File: src/rtl/alu_seq.sv
// Registered ALU: single-cycle FWD/ADD/AND/OR/SUB; iterative SLL/SRA (n cycles) and MUL (WIDTH cycles).
// BUSY is high while an iterative op runs, and START is ignored then; DONE pulses once per accepted op.
module alu_seq #(
  parameter  int WIDTH = 8,
  localparam int SHW   = $clog2(WIDTH)
) (
  input  logic             CLK,
  input  logic             RESET,
  input  logic             START,
  input  logic [2:0]       SELECT,
  input  logic [WIDTH-1:0] DATA1,
  input  logic [WIDTH-1:0] DATA2,
  output logic [WIDTH-1:0] RESULT,
  output logic             ZERO,
  output logic             CARRY,
  output logic             OVERFLOW,
  output logic             BUSY,
  output logic             DONE
);

  localparam int CW = SHW + 1;
  localparam logic [CW-1:0] CNT_ONE = CW'(1);

  typedef enum logic [1:0] {IDLE, SHIFT, MUL} state_t;

  state_t               state_q, state_d;
  logic [WIDTH-1:0]     result_q, result_d;
  logic                 zero_q, zero_d;
  logic                 carry_q, carry_d;
  logic                 ovf_q, ovf_d;
  logic                 busy_q, busy_d;
  logic                 done_q, done_d;
  logic [CW-1:0]        cnt_q, cnt_d;
  logic [WIDTH-1:0]     work_q, work_d;
  logic                 sra_q, sra_d;
  logic [2*WIDTH-1:0]   acc_q, acc_d;
  logic [2*WIDTH-1:0]   mcand_q, mcand_d;
  logic [WIDTH-1:0]     mplier_q, mplier_d;

  logic [WIDTH:0]       add_full;
  logic [WIDTH:0]       sub_full;
  logic                 add_ovf;
  logic                 sub_ovf;
  logic [SHW-1:0]       shamt;
  logic [WIDTH-1:0]     work_shift;
  logic                 shift_out;
  logic [2*WIDTH-1:0]   acc_next;

  assign add_full = {1'b0, DATA1} + {1'b0, DATA2};
  assign sub_full = {1'b0, DATA1} - {1'b0, DATA2};
  assign add_ovf  = (DATA1[WIDTH-1] == DATA2[WIDTH-1]) && (add_full[WIDTH-1] != DATA1[WIDTH-1]);
  assign sub_ovf  = (DATA1[WIDTH-1] != DATA2[WIDTH-1]) && (sub_full[WIDTH-1] != DATA1[WIDTH-1]);
  assign shamt    = DATA2[SHW-1:0];

  // One bit per cycle; the bit falling off the end becomes CARRY on the final step.
  assign work_shift = sra_q ? {work_q[WIDTH-1], work_q[WIDTH-1:1]} : {work_q[WIDTH-2:0], 1'b0};
  assign shift_out  = sra_q ? work_q[0] : work_q[WIDTH-1];
  assign acc_next   = acc_q + (mplier_q[0] ? mcand_q : '0);

  always_comb begin
    state_d  = state_q;
    result_d = result_q;
    zero_d   = zero_q;
    carry_d  = carry_q;
    ovf_d    = ovf_q;
    busy_d   = busy_q;
    done_d   = 1'b0;
    cnt_d    = cnt_q;
    work_d   = work_q;
    sra_d    = sra_q;
    acc_d    = acc_q;
    mcand_d  = mcand_q;
    mplier_d = mplier_q;

    case (state_q)
      IDLE: begin
        if (START) begin
          case (SELECT)
            3'b000: begin
              result_d = DATA2;
              carry_d  = 1'b0;
              ovf_d    = 1'b0;
              done_d   = 1'b1;
            end
            3'b001: begin
              result_d = add_full[WIDTH-1:0];
              carry_d  = add_full[WIDTH];
              ovf_d    = add_ovf;
              done_d   = 1'b1;
            end
            3'b010: begin
              result_d = DATA1 & DATA2;
              carry_d  = 1'b0;
              ovf_d    = 1'b0;
              done_d   = 1'b1;
            end
            3'b011: begin
              result_d = DATA1 | DATA2;
              carry_d  = 1'b0;
              ovf_d    = 1'b0;
              done_d   = 1'b1;
            end
            3'b100: begin
              result_d = sub_full[WIDTH-1:0];
              carry_d  = ~sub_full[WIDTH];
              ovf_d    = sub_ovf;
              done_d   = 1'b1;
            end
            3'b101, 3'b110: begin
              if (shamt == '0) begin
                result_d = DATA1;
                carry_d  = 1'b0;
                ovf_d    = 1'b0;
                done_d   = 1'b1;
              end else begin
                work_d  = DATA1;
                sra_d   = SELECT[1];
                cnt_d   = {1'b0, shamt};
                busy_d  = 1'b1;
                state_d = SHIFT;
              end
            end
            default: begin
              acc_d    = '0;
              mcand_d  = {{WIDTH{1'b0}}, DATA1};
              mplier_d = DATA2;
              cnt_d    = CW'(WIDTH);
              busy_d   = 1'b1;
              state_d  = MUL;
            end
          endcase
        end
      end

      SHIFT: begin
        work_d = work_shift;
        cnt_d  = cnt_q - CNT_ONE;
        if (cnt_q == CNT_ONE) begin
          result_d = work_shift;
          carry_d  = shift_out;
          ovf_d    = 1'b0;
          done_d   = 1'b1;
          busy_d   = 1'b0;
          state_d  = IDLE;
        end
      end

      MUL: begin
        acc_d    = acc_next;
        mcand_d  = mcand_q << 1;
        mplier_d = mplier_q >> 1;
        cnt_d    = cnt_q - CNT_ONE;
        if (cnt_q == CNT_ONE) begin
          result_d = acc_next[WIDTH-1:0];
          carry_d  = 1'b0;
          ovf_d    = |acc_next[2*WIDTH-1:WIDTH];
          done_d   = 1'b1;
          busy_d   = 1'b0;
          state_d  = IDLE;
        end
      end

      default: begin
        busy_d  = 1'b0;
        state_d = IDLE;
      end
    endcase

    if (done_d) begin
      zero_d = (result_d == '0);
    end
  end

  always_ff @(posedge CLK) begin
    if (RESET) begin
      state_q  <= IDLE;
      result_q <= '0;
      zero_q   <= 1'b1;
      carry_q  <= 1'b0;
      ovf_q    <= 1'b0;
      busy_q   <= 1'b0;
      done_q   <= 1'b0;
      cnt_q    <= '0;
      work_q   <= '0;
      sra_q    <= 1'b0;
      acc_q    <= '0;
      mcand_q  <= '0;
      mplier_q <= '0;
    end else begin
      state_q  <= state_d;
      result_q <= result_d;
      zero_q   <= zero_d;
      carry_q  <= carry_d;
      ovf_q    <= ovf_d;
      busy_q   <= busy_d;
      done_q   <= done_d;
      cnt_q    <= cnt_d;
      work_q   <= work_d;
      sra_q    <= sra_d;
      acc_q    <= acc_d;
      mcand_q  <= mcand_d;
      mplier_q <= mplier_d;
    end
  end

  assign RESULT   = result_q;
  assign ZERO     = zero_q;
  assign CARRY    = carry_q;
  assign OVERFLOW = ovf_q;
  assign BUSY     = busy_q;
  assign DONE     = done_q;

endmodule

File: config.mk
export PLATFORM = sky130hd
export DESIGN_NAME = alu_seq
export DESIGN_NICKNAME = d
export VERILOG_FILES = /design/src/rtl/alu_seq.sv
export SDC_FILE = /design/constraint.sdc
export NUM_CORES = 1
export LEC_CHECK = 0
export ABC_AREA = 1
export CORE_MARGIN = 2
export CORE_UTILIZATION = 61
export DETAILED_ROUTE_END_ITERATION = 7
export GPL_ROUTABILITY_DRIVEN = 0
export GPL_TIMING_DRIVEN = 0
export PLACE_DENSITY = 0.83
export SLEW_MARGIN = 40
export SYNTH_ARGS = -nofsm -noshare
export SYNTH_HDL_FRONTEND = slang
export SYNTH_SLANG_ARGS = --single-unit
File: constraint.sdc
create_clock -name CLK -period 3.6 [get_ports CLK]
set_input_delay 0.72 -clock CLK [delete_from_list [all_inputs] [get_ports CLK]]
set_output_delay 0.72 -clock CLK [all_outputs]
set_load 0.02 [all_outputs]
**Word level (Yosys, flattened, before mapping)**

Cells that the tools add are included.

- Bits in registers: 68
- Input bits: 22
- Output and inout port bits: 13
- Word-level logic and storage cells: 117

- Add/subtract/negate cells: 4
- Equality and inequality tests: 24
- Mux-type cells: 50
- Bitwise operators: 4
- Reductions and logical operators: 22

Operator list:

| operator | number |
|---|---|
| $mux W16 | 5 |
| $mux W8 | 10 |
| $pmux W16 S2 | 2 |
| $pmux W8 S6 | 1 |
| $pmux W8 S2 | 2 |
| $pmux W8 S3 | 1 |
| $add A16 B16 Y16 | 1 |
| $pmux W4 S2 | 2 |
| $reduce_and A4 Y1 | 4 |
| $mux W1 | 12 |
| $ne A2 B2 Y1 const B | 6 |
| $add A8 B8 Y9 | 1 |
| $eq A3 B3 Y1 const B | 3 |
| $sub A8 B8 Y9 | 1 |
| $and A8 B8 Y8 | 1 |
| $logic_not A8 Y1 | 1 |
| $mux W4 | 2 |
| $or A8 B8 Y8 | 1 |
| $pmux W1 S2 | 4 |
| $pmux W1 S4 | 2 |
| $pmux W2 S2 | 2 |
| $reduce_or A8 Y1 | 1 |
| $reduce_or A7 Y1 | 1 |
| $eq A3 B2 Y1 const B | 2 |
| other kinds (23) | 36 |

**Longest topological paths before layout**

- Word-level depth: 6
- Depth in mapped cells: 22
- Mapped depth without buffers: 20

**Worst setup path after synthesis**

Ideal clock, no wire load.

- Path kind: register -> register
- From: register mplier_q[0]
- To: register zero_q, in the netlist ZERO
- Setup time: 113 ps
- Data arrival time: 2410 ps
- Data required time: 3487 ps
- Path slack: 1077 ps
- Stages on the path, launching flop included: 21
- Buffers on the path: 2
- Cells stage by stage: dfxtp_1 clkbuf_1 clkbuf_1 nand2_1 inv_1 ha_1 inv_1 fa_1 inv_1 nand3_1 nand2_1 nand2_1 nand2_1 xor2_1 nand2_1 nand3_1 nand2_1 nand2_1 nor2_2 nand3_1 nand2_1

- Word-level cells in the longest chain between the ends: 5

Ends and longest elaborated chain:

| item | RTL line | RTL |
|---|---|---|
| from (decl) | 38 | `logic [WIDTH-1:0] mplier_q, mplier_d;` |
| from (signal assigned) | 202 | `mplier_q <= mplier_d;` |
| $mux W16 | 58 | `assign acc_next = acc_q + (mplier_q[0] ? mcand_q : '0);` |
| $add A16 B16 Y16 | 58 |  |
| $mux W8 | 153 | `if (cnt_q == CNT_ONE) begin` |
| $pmux W8 S3 | 75 | `case (state_q)` |
| $logic_not A8 Y1 | 170 | `zero_d = (result_d == '0);` |
| to (signal assigned) | 192 | `zero_q <= zero_d;` |
| to (decl) | 28 | `logic zero_q, zero_d;` |

No other way between the ends.
A chain may end at the register's enable or synchronous reset.

**Worst setup path after layout**

- From: input DATA1[2]
- To: register zero_q, in the netlist ZERO

- Word-level cells in the longest chain between the ends: 5
- Elaborated cells between the ends (all ways): 9
- Those cells by class: add/sub (2); mux (4); bitwise (2); reduce/logical (1)

Ends and longest elaborated chain:

| item | RTL line | RTL |
|---|---|---|
| from (decl) | 11 | `input logic [WIDTH-1:0] DATA1,` |
| $sub A8 B8 Y9 (tied with other cells) | 50 | `assign sub_full = {1'b0, DATA1} - {1'b0, DATA2};` |
| $pmux W8 S6 (*) | 78 | `case (SELECT)` |
| $mux W8 (*) | 77 | `if (START) begin` |
| $pmux W8 S3 (*) | 75 |  |
| $logic_not A8 Y1 (*) | 170 |  |

Mark *: on every way between the ends. The rest lies on a longest branch, timed or not.

==> run metrics <==
status complete, no violations; Setup Viol. Count Final 0; R2R depth 20; combinational family with the most area after synthesis simple AND/OR/NAND/NOR gates; DR pass1 iterations 5; number of synthesis warnings 0; Initial Util 62.7%; most frequent cells in the layout 245 x nand2_1, 102 x inv_1, 91 x a21oi_1; Synth Area in XOR/XNOR 0.961%; first-pass GRT wire length 27,700 um; die area 9740 um^2; Clock Tree Buf Depth 2; Worst Hold Class flip-flop to flip-flop; WL/cell 16.0 um; number of buffers created by CTS 9; height of the chip 98.7 um; Post-Synth Adder-Cell Area 11.4%; Setup Crit Path Kind input port to flip-flop; cell accounting for the most synthesized area dfxtp_1; worst r2r dst ZERO; commonest non-fill, non-tap cell in the layout nand2_1; Pleak 3.01 nW; First DRT Iteration DRCs 535; DR vias/cell 5.95; CP Cell Sequence clkdlybuf4s50_1 -> inv_1 -> ha_1 -> buf_2 -> inv_1 -> nand3_1 -> nand2_1 -> nand2_1 -> a21oi_1 -> nand2_1 -> nand2_1 -> nor2_1 -> nor2_1 -> nor2_1 -> nor2_2 -> nand3_1 -> nand2_1; CP max stage cell clkdlybuf4s50_1; mux cell area share after synthesis 0%; HPWL after DPL 12,900 um; syn_nets 948; clock latency on the worst-skew pair 0.36 ns; row count 34; Power per Cell Area 493 nW/um^2; crit path to ZERO; RSZ-0062 raised after global routing no; Fillers 776; vias in the first global route 5,918; synthesized flop and latch total 68; share of the synthesized area in the top cell type 24.9%; Worst setup EP type flip-flop; Final period util 88.6%; register area share after synthesis 24.9%; Clock Skews 0.00918 ns; f_max 314 MHz; H-tree lvl count 3; via count 6,159; fin crit period 3.19 ns; die width 98.7 um; I/O Buffers 33; share of cells above drive strength 1 6.47%; Worst VDD drop 378 uV; WL final 16,600 um; drt drc 0; Final Util 70.5%; worst setup path startpoint DATA1[2]; synth top area cells dfxtp_1 25%, nand2_1 17%, ha_1 10%; largest net degree at the start of global routing 13; Max stage delay on crit path 0.69 ns; final hold slack 0.450 ns; Post-Synthesis Cells 878; CP required 3.90 ns; antenna-violating nets left 0; Worst Max-Slew Pin Slew 0.664 ns; RR Startpoint mplier_q[0]; max-slew violation count 0; Yosys cell types 43; post_cts resized 0; clk slew on worst S/H paths 0.08 ns; n_diodes 0; critical path fanouts, max 8; GRT Total Usage 35.0%; flop2flop setup slack 0.51 ns; max-cap viol count 0; CP most frequent cell nand2_1; post-synthesis compound-gate area fraction 19.6%; post-CTS setup buffers 0; fin nets 992; Worst setup SP type input port; Synth Area in Simple Gates 32.9%; Setup TNS 0 ns; initial antenna violation count 0; # hold bufs at CTS 0; Final Hold Fails 0; core area 8720 um^2; Root Driver clkbuf_8; P&R area growth vs syn 12.5%; CTS tree done; Slew headroom 55.7%; Cell Area, Synth 5470 um^2; Critical Path AT 3.49 ns; Syn Area/Cell 6.23 um^2; I/O Pins 35; clk sinks 68; gr ovfl total 0
-- state kept, by name (all words and copies together), names as in the netlist, 2 cells and up --
register and cells:
acc_q 16, cnt_q 4, state_q 2, mcand_q 16, mplier_q 8, work_q 8
RESULT 8
-- per-layer routing --
| metal | up-vias | track usage [%] | wire (um) |
|---|---|---|---|
| li1 | 2976 | - | - |
| met1 | 2803 | 44.0 | 6830 |
| met4 | 0 | 17.6 | 778 |
| met5 | - | 0 | 0 |
| met3 | 73 | 5.04 | 1220 |
| met2 | 307 | 58.9 | 7780 |
-- report_power, final --
part | leakage (nW) | switching (W) | internal [W] | total, W
Combinational | 2.35 | 0.000876 | 0.000442 | 0.00132
Sequential | 0.554 | 0.0000977 | 0.000896 | 0.000994
Clock | 0.102 | 0.000329 | 0.000390 | 0.000720
-- Yosys cell counts (all sizes together) --
library cell,count
nand2,249
inv,114
a21oi,93
nand3,76
o21ai,71
dfxtp,68
nor2,60
ha,45
clkbuf,20
a31oi,17
buf,10
nand4,9
nand3b,7
or2,7
o211ai,6
nor3,4
o22ai,4
fa,3
xnor2,3
xor2,3
o21a,2
a211oi,1
a21boi,1
a32oi,1
and3,1
nand2b,1
o21bai,1
o221ai,1
-- cells by family after synthesis --
group                      Yosys count
adders and majority gates           48
AOI/OAI and AO/OA                  198
and+or+nand+nor                    414
buffers and inverters              144
xor gates and xnor gates             6
DFF                                 68
-- final cells by class --
class | count | area, um^2 | area share [%]
Buffer | 30 | 135 | 2.20
Clock buffer | 10 | 128 | 2.07
Clock inverter | 6 | 88.8 | 1.44
Inverter | 114 | 428 | 6.96
Multi-Input combinational cell | 666 | 3550 | 57.6
Sequential cell | 68 | 1360 | 22.1
Tap cell | 108 | 135 | 2.20
Timing Repair Buffer | 33 | 330 | 5.37
-- worst max-delay path, delay by kind of cell --
family	cells	cell delay (ns)
compound gates	1	0.22
fa+ha+maj	1	0.32
buf+inv	4	1.16
simple gates	11	1.08
-- stage by stage --
step	cells	worst slack (ns)	cell area [um^2]	total power, W
2_1_floorplan	878	1.08	5470	0.00188
3_3_place_gp	1019	0.284	5940	0.00223
3_5_place_dp	1019	0.168	5940	0.00228
4_1_cts	1035	0.497	6150	0.00299
5_1_grt	1035	0.102	6150	0.00323
6_report	1035	0.411	6150	0.00303
-- worst min path at each step --
stage / from / depth (start not counted) / to
after global routing: work_q[5] / 2 / work_q[5]
after global placement: BUSY / 2 / BUSY
final: BUSY / 2 / BUSY
after detailed placement: BUSY / 2 / BUSY
after CTS: BUSY / 2 / BUSY
after floorplan: work_q[0] / 2 / work_q[0]
Note: power is estimated with default switching activity, not from simulation.
